### src/rtl/ps2_key_event_decoder.sv
// ps2_key_event_decoder: Set-2 scan byte parser with per-side modifier tracking and a show-ahead event FIFO
module ps2_key_event_decoder #(
    parameter int FIFO_AW = 3,
    parameter int REPORT_BREAKS = 0,
    parameter int SUPPRESS_REPEAT = 1
) (
    input  logic       clk,
    input  logic       reset,
    input  logic [7:0] rx_data,
    input  logic       rx_done_tick,
    input  logic       ev_pop,
    output logic       ev_valid,
    output logic [7:0] ev_code,
    output logic       ev_ext,
    output logic       ev_break,
    output logic [3:0] ev_mods,
    output logic       caps_lock,
    output logic       overflow
);
    localparam logic [2:0] S_IDLE    = 3'd0;
    localparam logic [2:0] S_EXT     = 3'd1;
    localparam logic [2:0] S_BRK     = 3'd2;
    localparam logic [2:0] S_EXT_BRK = 3'd3;
    localparam logic [2:0] S_PAUSE   = 3'd4;
    localparam int DEPTH = 1 << FIFO_AW;

    logic [2:0] state, state_nxt;
    logic [2:0] skip_cnt, skip_nxt;
    logic       done;
    logic [7:0] c_code;
    logic       c_ext, c_brk;

    logic lshift, rshift, lctrl, rctrl, lalt, ralt, caps_held;
    logic       lm_valid;
    logic [8:0] lm;

    logic key_lshift, key_rshift, key_lctrl, key_rctrl, key_lalt, key_ralt, key_caps;
    logic is_mod, fake_shift, other, repeat_hit, push;
    logic [3:0]  mods_now;
    logic [13:0] entry, head;

    logic [13:0]      mem [DEPTH];
    logic [FIFO_AW:0] wr_ptr, rd_ptr;
    logic             empty, full, do_pop, do_push;

    // Byte parser: decides when a byte completes a key sequence and what it means
    always_comb begin
        state_nxt = state;
        skip_nxt  = skip_cnt;
        done      = 1'b0;
        c_code    = rx_data;
        c_ext     = 1'b0;
        c_brk     = 1'b0;
        if (rx_done_tick) begin
            case (state)
                S_IDLE: begin
                    if (rx_data == 8'hE0)
                        state_nxt = S_EXT;
                    else if (rx_data == 8'hF0)
                        state_nxt = S_BRK;
                    else if (rx_data == 8'hE1) begin
                        state_nxt = S_PAUSE;
                        skip_nxt  = 3'd7;
                    end else
                        done = 1'b1;
                end
                S_EXT: begin
                    if (rx_data == 8'hF0)
                        state_nxt = S_EXT_BRK;
                    else begin
                        done      = 1'b1;
                        c_ext     = 1'b1;
                        state_nxt = S_IDLE;
                    end
                end
                S_BRK: begin
                    done      = 1'b1;
                    c_brk     = 1'b1;
                    state_nxt = S_IDLE;
                end
                S_EXT_BRK: begin
                    done      = 1'b1;
                    c_ext     = 1'b1;
                    c_brk     = 1'b1;
                    state_nxt = S_IDLE;
                end
                S_PAUSE: begin
                    skip_nxt = skip_cnt - 3'd1;
                    if (skip_cnt == 3'd1) begin
                        done      = 1'b1;
                        c_ext     = 1'b1;
                        c_code    = 8'hE1;
                        state_nxt = S_IDLE;
                    end
                end
                default: state_nxt = S_IDLE;
            endcase
        end
    end

    // Parser state register; reset abandons any partial sequence
    always_ff @(posedge clk) begin
        if (reset) begin
            state    <= S_IDLE;
            skip_cnt <= 3'd0;
        end else begin
            state    <= state_nxt;
            skip_cnt <= skip_nxt;
        end
    end

    // Classify the completed key and decide whether it becomes a queued event
    always_comb begin
        key_lshift = (c_code == 8'h12) && !c_ext;
        key_rshift = (c_code == 8'h59) && !c_ext;
        key_lctrl  = (c_code == 8'h14) && !c_ext;
        key_rctrl  = (c_code == 8'h14) && c_ext;
        key_lalt   = (c_code == 8'h11) && !c_ext;
        key_ralt   = (c_code == 8'h11) && c_ext;
        key_caps   = (c_code == 8'h58) && !c_ext;
        fake_shift = (c_code == 8'h12) && c_ext;
        is_mod     = key_lshift | key_rshift | key_lctrl | key_rctrl | key_lalt | key_ralt | key_caps;
        other      = done && !fake_shift && !is_mod;
        repeat_hit = (SUPPRESS_REPEAT != 0) && lm_valid && (lm == {c_ext, c_code});
        push       = other && (c_brk ? (REPORT_BREAKS != 0) : !repeat_hit);
        mods_now   = {caps_lock, lalt | ralt, lctrl | rctrl, lshift | rshift};
        entry      = {mods_now, c_brk, c_ext, c_code};
    end

    // Modifier held flags, caps-lock toggle and last accepted make code
    always_ff @(posedge clk) begin
        if (reset) begin
            {lshift, rshift, lctrl, rctrl, lalt, ralt} <= 6'd0;
            caps_held <= 1'b0;
            caps_lock <= 1'b0;
            lm_valid  <= 1'b0;
            lm        <= 9'd0;
        end else if (done && !fake_shift) begin
            if (key_lshift) lshift <= !c_brk;
            if (key_rshift) rshift <= !c_brk;
            if (key_lctrl)  lctrl  <= !c_brk;
            if (key_rctrl)  rctrl  <= !c_brk;
            if (key_lalt)   lalt   <= !c_brk;
            if (key_ralt)   ralt   <= !c_brk;
            if (key_caps) begin
                if (c_brk)
                    caps_held <= 1'b0;
                else if (!caps_held) begin
                    caps_lock <= ~caps_lock;
                    caps_held <= 1'b1;
                end
            end
            if (other) begin
                if (c_brk)
                    lm_valid <= 1'b0;
                else begin
                    lm_valid <= 1'b1;
                    lm       <= {c_ext, c_code};
                end
            end
        end
    end

    // FIFO status; a pop on an empty FIFO is ignored, a full FIFO accepts a push only alongside a pop
    always_comb begin
        empty   = (wr_ptr == rd_ptr);
        full    = (wr_ptr == {~rd_ptr[FIFO_AW], rd_ptr[FIFO_AW-1:0]});
        do_pop  = ev_pop && !empty;
        do_push = push && (!full || do_pop);
        head    = mem[rd_ptr[FIFO_AW-1:0]];
        ev_valid = !empty;
        {ev_mods, ev_break, ev_ext, ev_code} = ev_valid ? head : 14'd0;
    end

    // FIFO storage; contents need no reset because the pointers gate visibility
    always_ff @(posedge clk) begin
        if (do_push) mem[wr_ptr[FIFO_AW-1:0]] <= entry;
    end

    // FIFO pointers and sticky overflow flag
    always_ff @(posedge clk) begin
        if (reset) begin
            wr_ptr   <= '0;
            rd_ptr   <= '0;
            overflow <= 1'b0;
        end else begin
            if (do_push) wr_ptr <= wr_ptr + 1'b1;
            if (do_pop)  rd_ptr <= rd_ptr + 1'b1;
            if (push && !do_push) overflow <= 1'b1;
        end
    end
endmodule
### config.mk
export PLATFORM = sky130hd
export DESIGN_NAME = ps2_key_event_decoder
export DESIGN_NICKNAME = d
export VERILOG_FILES = /design/src/rtl/ps2_key_event_decoder.sv
export SDC_FILE = /design/constraint.sdc
export NUM_CORES = 1
export LEC_CHECK = 0
export BUFFER_PORTS_ARGS = -buffer_cell sky130_fd_sc_hd__buf_2
export CORE_MARGIN = 4
export CORE_UTILIZATION = 35
export DETAILED_ROUTE_END_ITERATION = 8
export MAX_ROUTING_LAYER = met4
export SETUP_SLACK_MARGIN = 0.15
export SYNTH_ARGS = -nofsm -noshare
export SYNTH_HDL_FRONTEND = slang
export SYNTH_SLANG_ARGS = --single-unit
### constraint.sdc
create_clock -name clk -period 10.9 [get_ports clk]
set_clock_uncertainty 0.2 [all_clocks]
set_input_delay 1.635 -clock clk [delete_from_list [all_inputs] [get_ports clk]]
set_output_delay 1.635 -clock clk [all_outputs]
set_load 0.1 [all_outputs]
==> run metrics <==
warnings from Yosys 0; WP data required 10.72 ns; crit end category flop; CTS Sinks ~150; largest net degree at the start of global routing 38; Yosys top cell by area edfxtp_1; Synth cell types 59; CTS tree built; Die X 144.1 microns; Pint between 1 and 1.5 mW; post-synthesis sequential area ratio 63.04%; vias in the first global route approximately 3800; wl on met1 roughly 6000 microns; Slew @ Worst Pin 1.248 ns; Clk pwr share 36.7%; H-tree depth 4; clk_lat worst skew approximately 0.42 ns; Arr. time, crit path 4.44 ns; Hold Buf Count CTS 0; Via density 5.249; Final Power between 1.5 and 2 mW; fin crit period 4.619 ns; first-pass GRT wire length roughly 22000 microns; Reg clk slew, reported paths ~0.060 ns; ys flop type edfxtp_1; syn_nets 465; die area 20750 sq um; Post-synth EDFFs between 100 and 150; CP Class in -> reg; # setup viols final 0; Comb pwr share 20.3%; Rows 49; dpl hpwl 9217 microns; core area 18090 sq um; main area contributors after synthesis edfxtp_1, dfxtp_1, mux4_2; RSZ-0062 raised after global routing no; outcome finished clean; Synth Area in Simple Gates 11.86%; area share of the largest cell type after synthesis 51.91%; number of gates resized after cts 0; Post-Synth Adder-Cell Area 0.7725%; leading cell type by number of instances after synthesis edfxtp_1; total negative slack 0 ns; Area Overhead vs Synth 14.48%; Async SR Flop Fraction 0%; Post-Route WL 13700 microns; post-synthesis cell count 449; DRT antenna net count 0; Initial Util 35.82%; DR DRC count 0; wire length on met2 around 6900 microns; Port Buf Inserts 28; initial drt markers 288; wire length per cell 19.18 microns; flop and latch count out of synthesis 148; root buf cell clkbuf_16; Commonest cells post-synth edfxtp_1, nor2_1, dfxtp_1; post-synthesis mux area share 13.38%; switching pwr 0.4848 mW; Worst Setup Start Kind input port; IO Pins 29; Leak ~2.5 nW; Post-Syn Area 6479 sq um; setup bufs post-CTS 0; Final Non-Filler Cells approximately 710; routed wire length on met3 513 microns; max-cap viol count 0; initial antenna violation count 0; syn_area_per_cell 14.43 sq um; final worst path period share 42.38%; main combinational cell family by area after synthesis multiplexers; GRT Total Usage between 10% and 20%; Post-Synth XOR/XNOR Area under 10%; final hold viol count 0; router iterations before antenna repair 4; Layout Nets 488; largest fanout on the critical path 14; number of diodes 0; Slew headroom 16.36%; total grt overflow 0; vias post-DR approximately 3700; Max Used Layer met4; Synth Area in Compound Gates roughly 6.5%; sequential fraction of design power 43.1%; Max Fclk 0.2165 GHz; die height around 140 microns; clk buf depth 2; switching share of total power between 30% and 40%; PwrDens between 200 and 250 nW/um^2; min-delay worst type reg -> reg; Placed Cells a little under 700; Slew Limit Fails 0; GP Congestion 0.8900; layout cells sized above 1 23.71%; Fin Hold WS between 0.2 and 0.3 ns; VDD IR max 104.6 uV; CTS Buf Count 17
power by group through the flow:
stage	Clock (mW)	Combinational [mW]	Sequential, mW
CTS	0.557	0.309	0.650
finish	0.551	0.305	0.648
global placement	0	0.305	0.660
floorplan	0	0.271	0.637
detailed placement	0	0.308	0.662
global route	0.586	0.321	0.653
final timing paths:
| path | to | startpoint | cells past startpoint | slack, ns |
|---|---|---|---|---|
| worst max-delay path | mem[6][12] | rx_done_tick | 8 | 6.28 |
| worst min-delay path | rshift | rshift | 2 | 0.27 |
| worst max register to register | mem[6][12] | state[2] | 7 | 7.11 |
| worst min register to register | rshift | rshift | 2 | 0.27 |
layout by cell type, fill, tap and decap left out, types with 4 or more instances in the layout:
cell type and count:
dfxtp_1 35, buf_4 4, xnor2_1 5, clkinv_2 4
xor2_1 7, o21ai_0 5, nand3b_1 4, and2_1 5
nor4b_4 4, ha_1 4, a21oi_1 13, nor2b_1 7
edfxtp_1 112, mux2i_1 21, buf_2 28, nor3_1 8
inv_1 15, nand2b_1 5, nand3_1 7, mux4_2 28
nand2_1 14, nand4_1 5, a311oi_1 5, a211oi_1 9
clkbuf_16 17, nor2_1 57
state kept, by name (all words and copies together) (netlist names), 3 cells and up, named ones only:
register  count
wr_ptr        4
state         3
skip_cnt      3
mem         112
rd_ptr        4
lm            9
stage by stage:
stage | instance area [sq um] | setup WS, ns | utilization (%)
after detailed placement | 6860 | 5.797 | 37.93
after global routing | 7417 | 5.972 | 41.01
after CTS | 7417 | 6.239 | 41.01
after global placement | 6860 | 5.983 | 37.93
after floorplan | 6479 | 5.768 | -
final | 7417 | 6.281 | 41.01
critical path, cell delays in order:
cell      delay (ns)
buf_2           0.19
or3b_4          0.45
nor2_1          0.24
nor3_1          0.13
a211oi_4        0.39
o211ai_4        0.16
nand2b_4        0.26
nor3_2          0.97
area by class of cell:
| cell class | instances | area, sq um |
|---|---|---|
| clock buffer | 18 | 429.2 |
| clock inverter | 14 | 127.6 |
| fill | 1644 | 10670 |
| inverter | 15 | 56.30 |
| multi-input combinational | 258 | 2262 |
| sequential | 148 | 4085 |
| tap | 229 | 286.5 |
| timing repair buffer | 32 | 170.2 |
cells by family after synthesis:
family | after synthesis
DFF | 148
and+or+nand+nor | 139
AOI/OAI and AO/OA | 52
muxes | 51
buffers and inverters | 43
xor gates and xnor gates | 12
adders and majority gates | 4
per-layer routing:
layer,global-route usage [%],vias to the layer above
met3,3.869,8
li1,-,1763
met5,-,-
met4,3.518,0
met2,23.47,84
met1,18.31,1893
(Power assumes the default switching activity.)
